$ cat src/rtl/vrased_reset_ctrl.sv
// Merges per-monitor violation requests into the core reset, enforcing a minimum
// pulse width, an armed release window and a sticky cause / saturating event count.
module vrased_reset_ctrl #(
  parameter int          NUM_SRC       = 4,
  parameter int          HOLD_CYCLES   = 16,
  parameter int          ARM_TIMEOUT   = 1024,
  parameter logic [15:0] RESET_HANDLER = 16'h0000,
  parameter int          CNT_W         = 8
) (
  input  logic               clk,
  input  logic               rst,
  input  logic [15:0]        pc,
  input  logic [NUM_SRC-1:0] viol,
  output logic               sys_rst,
  output logic [NUM_SRC-1:0] cause,
  output logic               timeout_flag,
  output logic [CNT_W-1:0]   viol_cnt,
  output logic [1:0]         state_o
);

  localparam int HW = (HOLD_CYCLES > 1) ? $clog2(HOLD_CYCLES) : 1;
  localparam int AW = (ARM_TIMEOUT > 1) ? $clog2(ARM_TIMEOUT) : 1;
  localparam logic [HW-1:0] HOLD_MAX = HW'(HOLD_CYCLES - 1);
  localparam logic [AW-1:0] ARM_MAX  = AW'(ARM_TIMEOUT - 1);

  typedef enum logic [1:0] {
    HOLD = 2'd0,
    ARM  = 2'd1,
    RUN  = 2'd2
  } state_t;

  state_t             state;
  logic [HW-1:0]      hold_ctr;
  logic [AW-1:0]      arm_ctr;
  logic [NUM_SRC-1:0] viol_prev;

  logic [NUM_SRC-1:0] rise;
  logic               at_handler;
  logic               fire;
  logic               fire_timeout;

  assign rise       = viol & ~viol_prev;
  assign at_handler = (pc == RESET_HANDLER);
  assign state_o    = state;

  // A trigger either carries the live violation levels or, on ARM timeout, none.
  always_comb begin
    fire         = 1'b0;
    fire_timeout = 1'b0;
    case (state)
      ARM: begin
        if (rise != '0 || (at_handler && viol != '0)) begin
          fire = 1'b1;
        end else if (!at_handler && arm_ctr == ARM_MAX) begin
          fire_timeout = 1'b1;
        end
      end
      RUN:     fire = (viol != '0);
      default: ;
    endcase
  end

  always_ff @(posedge clk) begin
    if (rst) begin
      state        <= HOLD;
      hold_ctr     <= HOLD_MAX;
      arm_ctr      <= '0;
      viol_prev    <= '0;
      cause        <= '0;
      timeout_flag <= 1'b0;
      viol_cnt     <= '0;
      sys_rst      <= 1'b1;
    end else begin
      viol_prev <= viol;
      if (fire || fire_timeout) begin
        state        <= HOLD;
        sys_rst      <= 1'b1;
        hold_ctr     <= HOLD_MAX;
        cause        <= fire ? viol : '0;
        timeout_flag <= fire_timeout;
        if (viol_cnt != '1) viol_cnt <= viol_cnt + 1'b1;
      end else begin
        case (state)
          HOLD: begin
            // Only fresh rises extend the pulse; a held level must not deadlock.
            if (rise != '0) begin
              hold_ctr <= HOLD_MAX;
              cause    <= cause | rise;
            end else if (hold_ctr == '0) begin
              state   <= ARM;
              sys_rst <= 1'b0;
              arm_ctr <= '0;
            end else begin
              hold_ctr <= hold_ctr - 1'b1;
            end
          end
          ARM: begin
            if (at_handler) begin
              state <= RUN;
            end else begin
              arm_ctr <= arm_ctr + 1'b1;
            end
          end
          RUN: ;
          default: begin
            state    <= HOLD;
            sys_rst  <= 1'b1;
            hold_ctr <= HOLD_MAX;
          end
        endcase
      end
    end
  end

endmodule

$ cat config.mk
export PLATFORM = sky130hd
export DESIGN_NAME = vrased_reset_ctrl
export DESIGN_NICKNAME = d
export VERILOG_FILES = /design/src/rtl/vrased_reset_ctrl.sv
export SDC_FILE = /design/constraint.sdc
export NUM_CORES = 1
export LEC_CHECK = 0
export ABC_AREA = 0
export BUFFER_PORTS_ARGS = -buffer_cell sky130_fd_sc_hd__clkbuf_2
export CAP_MARGIN = 20
export CORE_ASPECT_RATIO = 0.8
export CORE_MARGIN = 3
export CORE_UTILIZATION = 30
export CTS_CLUSTER_DIAMETER = 200
export CTS_CLUSTER_SIZE = 24
export DETAILED_ROUTE_END_ITERATION = 8
export SLEW_MARGIN = 20
export SYNTH_ARGS = -nofsm -noshare
export SYNTH_HDL_FRONTEND = slang
export SYNTH_SLANG_ARGS = --single-unit
$ cat constraint.sdc
create_clock -name clk -period 3.5 [get_ports clk]
set_input_delay 0.7 -clock clk [delete_from_list [all_inputs] [get_ports clk]]
set_output_delay 0.7 -clock clk [all_outputs]
set_load 0.01 [all_outputs]
==> results of run 1 <==
-- kinds of logic (layout without fill, tap and decap cells) --
kind of cell	count (synthesis)	in the layout	share of synthesized area, %
AND/OR/NAND/NOR	109	109	33.27
buffers and inverters	15	52	3.048
flip-flops	34	34	36.05
multiplexers	4	4	2.253
XOR/XNOR	1	1	0.4640
adder cells (fa/ha/maj)	6	6	3.976
AO/OA/AOI/OAI	59	59	20.94
-- area by class of cell --
| type | count | share of cell area (%) |
|---|---|---|
| inverters | 7 | 1.176 |
| clock buffers | 7 | 3.863 |
| clock inverters | 1 | 0.2240 |
| repair buffers | 37 | 8.287 |
| flip-flops and latches | 34 | 30.46 |
| multi-input cells | 179 | 51.46 |
| well taps | 81 | 4.535 |
-- cell usage after synthesis, types with 2 or more instances --
cell	instances
nor4b_4	2
nand4_1	7
inv_1	7
nand2_1	26
o21ai_0	13
a31oi_1	5
a41oi_1	4
nor4_1	7
ha_1	6
and2_1	5
mux2i_1	2
and3_1	5
or3_1	2
nand4b_1	4
o31ai_1	4
nand3_1	8
nor2_1	15
a21oi_1	17
clkbuf_1	6
a211oi_1	3
dfxtp_1	34
nor3_1	5
nor2b_1	14
-- cell usage in the layout (no fill, tap or decap), drive strengths merged, types with 5 or more instances in the layout --
| cell type | count |
|---|---|
| a31oi | 5 |
| clkbuf | 44 |
| nor3 | 5 |
| o21ai | 14 |
| nor2 | 16 |
| nand3 | 8 |
| nor2b | 15 |
| nor4 | 7 |
| nand2 | 26 |
| and3 | 5 |
| dfxtp | 34 |
| inv | 7 |
| ha | 6 |
| and2 | 5 |
| a21oi | 17 |
| nand4 | 7 |
-- final timing paths --
kind         slack (ps)                        to                    start  depth (start not counted)
max reg2reg         770  viol_cnt[4]$_SDFFE_PP0P_  state_o[1]$_SDFFE_PP0P_                          8
min reg2reg         450     cause[1]$_SDFFE_PP0P_    cause[1]$_SDFFE_PP0P_                          2
min                 450     cause[1]$_SDFFE_PP0P_    cause[1]$_SDFFE_PP0P_                          2
max                 770  viol_cnt[4]$_SDFFE_PP0P_  state_o[1]$_SDFFE_PP0P_                          8
-- power groups by stage --
stage	registers, W	logic, W	clock network [W]
2_1_floorplan	0.000407	0.0000235	0
3_3_place_gp	0.000406	0.0000461	0
3_5_place_dp	0.000406	0.0000469	0
4_1_cts	0.000397	0.0000470	0.000314
5_1_grt	0.000397	0.0000523	0.000331
6_report	0.000397	0.0000465	0.000297
-- sequential cells by signal, indices dropped and copies added (netlist names) --
signal,flops
arm_ctr,10
cause,4
hold_ctr,4
state_o,2
sys_rst,1
timeout_flag,1
viol_cnt,8
viol_prev,4
-- worst max-delay path: stages, from the launching register on --
cell     delay [ps]
dfxtp_1         350
inv_1            80
ha_1            440
inv_1           260
a41oi_1         320
nor4b_4         360
nor2_2          170
nor4b_4         300
mux2_1          340
-- metrics by stage --
stage | power (W) | instances | utilization, % | hold WS (ps) | worst slack [ps]
after global placement | 0.0004521 | 338 | 35.69 | 444.7 | 669.4
after CTS | 0.0007581 | 346 | 37.21 | 453.0 | 738.0
after floorplan | 0.0004306 | 228 | - | 426.3 | 890.4
after global routing | 0.0007802 | 346 | 37.21 | 474.7 | 436.8
final | 0.0007411 | 346 | 37.21 | 452.7 | 766.9
after detailed placement | 0.0004526 | 338 | 35.69 | 443.0 | 621.4
-- per-layer routing --
metal	GRT usage [%]	vias to the layer above	share of wire [%]
met5	0	-	0
met4	5.908	0	1.6
met1	19.56	818	52
met2	17.52	48	39
li1	-	922	-
met3	3.333	7	6.7
==> impl_results.md, run 1 <==
- Status: complete, no violations
- Worst slew pin tran: ~630 ps
- Starting Density: roughly a third
- Data arrival, critical path: between 2000 and 3000 ps
- Pin count of the biggest net entering global routing: 31
- Number of global-route vias before repair: around 1.7k
- Switching share of power: ~23%
- Post-cts sizing count: 0
- Worst Setup End Kind: flip-flop
- Vias/cell: a little over 5
- Initial antenna violation count: 0
- DRC: 0
- Die W: between 90 and 100 um
- Via count: 1795
- RSZ-0062 raised after global routing: no
- PD cells: 331.6 mW/mm2
- Iter 0 DRT Violations: roughly 120
- IO Count: 38
- Area of the mapped netlist: between 0.0015 and 0.002 mm2
- Mapped Cells: about 230
- Hold_buf cts: 0
- Total CTS buffers: 5
- Synth Warn #: 0
- FILL cells: about 640
- H-tree depth: 2
- Register share of total power: a little over half
- Max-slew violations: 0
- Final Hold Vio Count: 0
- Seq cells post-synth: 34
- Share of cells above drive strength 1: 20.00%
- Register area share after synthesis: between 30% and 40%
- First-pass GRT wire length: 7755 um
- Gr usage total: 13.19%
- Syn_nets: approximately 260
- Worst hold path class: flip-flop to flip-flop
- Area growth syn-to-layout: 18.36%
- Clock slew seen by the registers of the worst setup and hold paths: roughly 70 ps
- Setup TNS: 0 ps
- Critical path class: flip-flop to flip-flop
- Die area: ~0.0073 mm2
- Top cells by area, synth: dfxtp_1, nand2_1, nor2b_1
- Final setup fails: 0
- CP Launch Type: flip-flop
- Synth async-reset ratio: 0%
- F_max: 365.9 MHz
- Count of input and output buffers: 37
- Max-cap viol count: 0
- Drt wl/cell: about 13 um
- Syn Area/Cell: between 8 and 9 um2
- Yosys cell types: 50
- Logic pwr share: ~6.3%
- Placed inst area: roughly 0.0021 mm2
- CTS tree: yes
- Post-synth EDFFs: 0
- Clk Latency, worst-skew pair: approximately 280 ps
- Root Driver: clkbuf_8
- Top FF cell, synth: dfxtp_1
- Core Region: 0.006006 mm2
- Drt first pass iters: 4
- Slew margin rel.: roughly 58%
- Ant diodes: 0
- # clock sinks: 34
- WL final: 4487 um
- Footprint of the multi-input gates: approximately 0.0011 mm2
- Hpwl dp: ~3300 um
- Final nets: 292
- Clock Skews: 3.648 ps
- Area fraction of the dominant cell type after synthesis: between 30% and 40%
- Postcts setup bufs: 0
- Final Wtd Congestion: ~0.76
- Largest area contributor in the netlist: dfxtp_1
- Row count: 25
- Pint: around 0.00057 W
- Peak VDD IR: 0.1842 mV
- Worst-path fanout max: 13
- Register area: between 600 and 700 um2
- Leakage power total: between 0.8 and 0.9 nW
- Worst Path Required: approximately 3700 ps
- CTS max path bufs: 2
- Routed Antenna Nets: 0
- Clk pwr share: between 40% and 50%
- Final period util: about four fifths
- Post-route minimum period: ~2700 ps
- Psw: 0.0001683 W
- Gr ovfl total: 0
- DIE HEIGHT: between 70 and 80 um
- Final instance area: 0.002235 mm2
(Power assumes the default switching activity.)
==> run 2, diff against run 1 <==
- clock period: 3.5 -> 2.3 ns (I/O delays scaled with it)
==> impl_results.md, run 2 (synthesized netlist as in run 1, its figures left out) <==
- H-tree depth: 2 (unchanged)
- Vias/cell: 5.097 (-1.8%)
- Initial antenna violation count: 0 (unchanged)
- Worst hold path stage count: 2 (unchanged)
- CTS tree: yes
- CTS max path bufs: 2 (unchanged)
- Final period util: 92.97% (+15 points)
- Max-cap viol count: 0 (unchanged)
- Post-layout utilization of the core: 41.15% (+3.9 points)
- FILL cells: 642 (+0.16%)
- Routed Antenna Nets: 0 (unchanged)
- Ant diodes: 0 (unchanged)
- Status: complete, no violations
- Hpwl dp: 3652 um (+11%)
- Root Driver: clkbuf_8
- Share of cells above drive strength 1: 29.11% (+9.1 points)
- First-pass GRT wire length: 7941 um (+2.4%)
- Launching point of the worst reg2reg path: state_o[0]$_SDFFE_PP0P_
- Worst Setup End Kind: flip-flop
- Core Region: 0.006006 mm2 (unchanged)
- Die W: 94.70 um (unchanged)
- Worst Path Required: 2480 ps (-1190 ps)
- DIE HEIGHT: 76.96 um (unchanged)
- Final Non-Filler Cells: 373 (+7.8%)
- Count of input and output buffers: 37 (unchanged)
- Number of global-route vias before repair: 1747 (+5.6%)
- Worst-path fanout max: 5 (-8)
- Pwr Total: 0.001160 W (+57%)
- Area growth syn-to-layout: 30.88%
- Data arrival, critical path: 2320 ps (-580 ps)
- Dpl cells: 364 (+7.7%)
- Die area: 0.007287 mm2 (unchanged)
- Critical path class: flip-flop to flip-flop
- RSZ-0062 raised after global routing: no
- Pin count of the biggest net entering global routing: 30 (-3.2%)
- CP Launch Type: flip-flop
- Peak VDD IR: 0.1879 mV (+2.0%)
- Hold Startpoint: viol[2]
- Worst setup margin: 161.8 ps (-605.1 ps)
- Top flop regs: arm_ctr x10, viol_cnt x8
- Worst slew pin tran: 503.9 ps (-124.4 ps)
- Final nets: 319 (+9.2%)
- Clock slew seen by the registers of the worst setup and hold paths: 70 ps (about the same)
- Worst hold path class: primary input to flip-flop
- Row count: 25 (unchanged)
- WL final: 4852 um (+8.1%)
- Gr ovfl total: 0 (unchanged)
- Clk Latency, worst-skew pair: 290 ps (about the same)
- Largest reg by FF count: arm_ctr
- IO Count: 38 (unchanged)
- Drt first pass iters: 6 (+2)
- Final Wtd Congestion: 0.7789 (+1.9%)
- PD cells: 469.4 mW/mm2 (+42%)
- Post-route minimum period: 2138 ps (-594.9 ps)
- # clock sinks: 34 (unchanged)
- Setup TNS: 0 ps (unchanged)
- Final setup fails: 0 (unchanged)
- Via count: 1901 (+5.9%)
- Clock Skews: 4.217 ps (+0.5692 ps)
- Gr usage total: 13.54% (+0.35 points)
- Total CTS buffers: 5 (unchanged)
- Final Hold Vio Count: 0 (unchanged)
- Largest register FFs: 10 (unchanged)
- Most frequent cells in the layout: clkbuf_2, dfxtp_1, buf_4
- Reg2Reg Depth: 8 (unchanged)
- Leakage power total: 0.9940 nW (+15%)
- Pre-CTS WS: -119.2 ps (-740.5 ps)
- Max-slew violations: 0 (unchanged)
- Starting Density: 31.44% (unchanged)
- Iter 0 DRT Violations: 121 (+5.2%)
- Worst reg-to-reg setup slack: 160 ps (-610 ps)
- Slew margin rel.: 66.04% (+7.9 points)
- Most common cell after layout, fill and taps aside: clkbuf_2
- Drt wl/cell: 13.01 um (+0.31%)
- DRC: 0 (unchanged)
- F_max: 467.7 MHz (+28%)
- Worst setup startpoint: state_o[0]$_SDFFE_PP0P_
run 2: path summary, 6_finish.rpt:
| check | to |
|---|---|
| worst max-delay path | viol_cnt[4]$_SDFFE_PP0P_ |
| worst min-delay path | viol_prev[2]$_SDFF_PP0_ |
| worst min register to register | cause[1]$_SDFFE_PP0P_ |
| worst max register to register | viol_cnt[4]$_SDFFE_PP0P_ |
run 2: power breakdown:
part	leakage (nW)	switching, W	total [W]	internal (W)
Combinational	0.669	0.0000420	0.0000816	0.0000396
Sequential	0.277	0.00000634	0.000605	0.000598
Clock	0.0472	0.000233	0.000474	0.000241
Total	0.994	0.000281	0.00116	0.000879
run 2: layer usage:
layer	track usage (%)	routed length [um]
met2	18.65	1882
met1	19.82	2632
met3	4.118	269
met4	4.323	69
met5	0	0
run 2: layout make-up:
type	instances	area [um2]	area share, %
clock buffers	6	82.58	3.342
well taps	81	101.3	4.101
clock inverters	2	12.51	0.5063
inverters	7	26.28	1.063
repair buffers	64	387.9	15.70
flip-flops and latches	34	683.2	27.65
multi-input cells	179	1177	47.65
run 2: metrics by stage:
step                      hold WS (ps)  area (um2)
after global placement           439.2        2344
after CTS                        437.7        2439
after detailed placement         451.5        2344
after global routing             450.9        2471
after floorplan                  426.3        1894
final                            443.6        2471
run 2: what timing repair did:
action                     CTS  global route
setup endpoints to repair    0             6
setup buffers                0             1
gates resized for setup      0             5
hold buffers                 0             0
run 2: critical path, cell delays in order (launching register included):
cell and delay (ps):
dfxtp_2 370, inv_1 70, ha_1 340, o41a_1 200, nand2_1 100, o221ai_4 290
nor2_4 90, nor4b_4 230, mux2_1 340
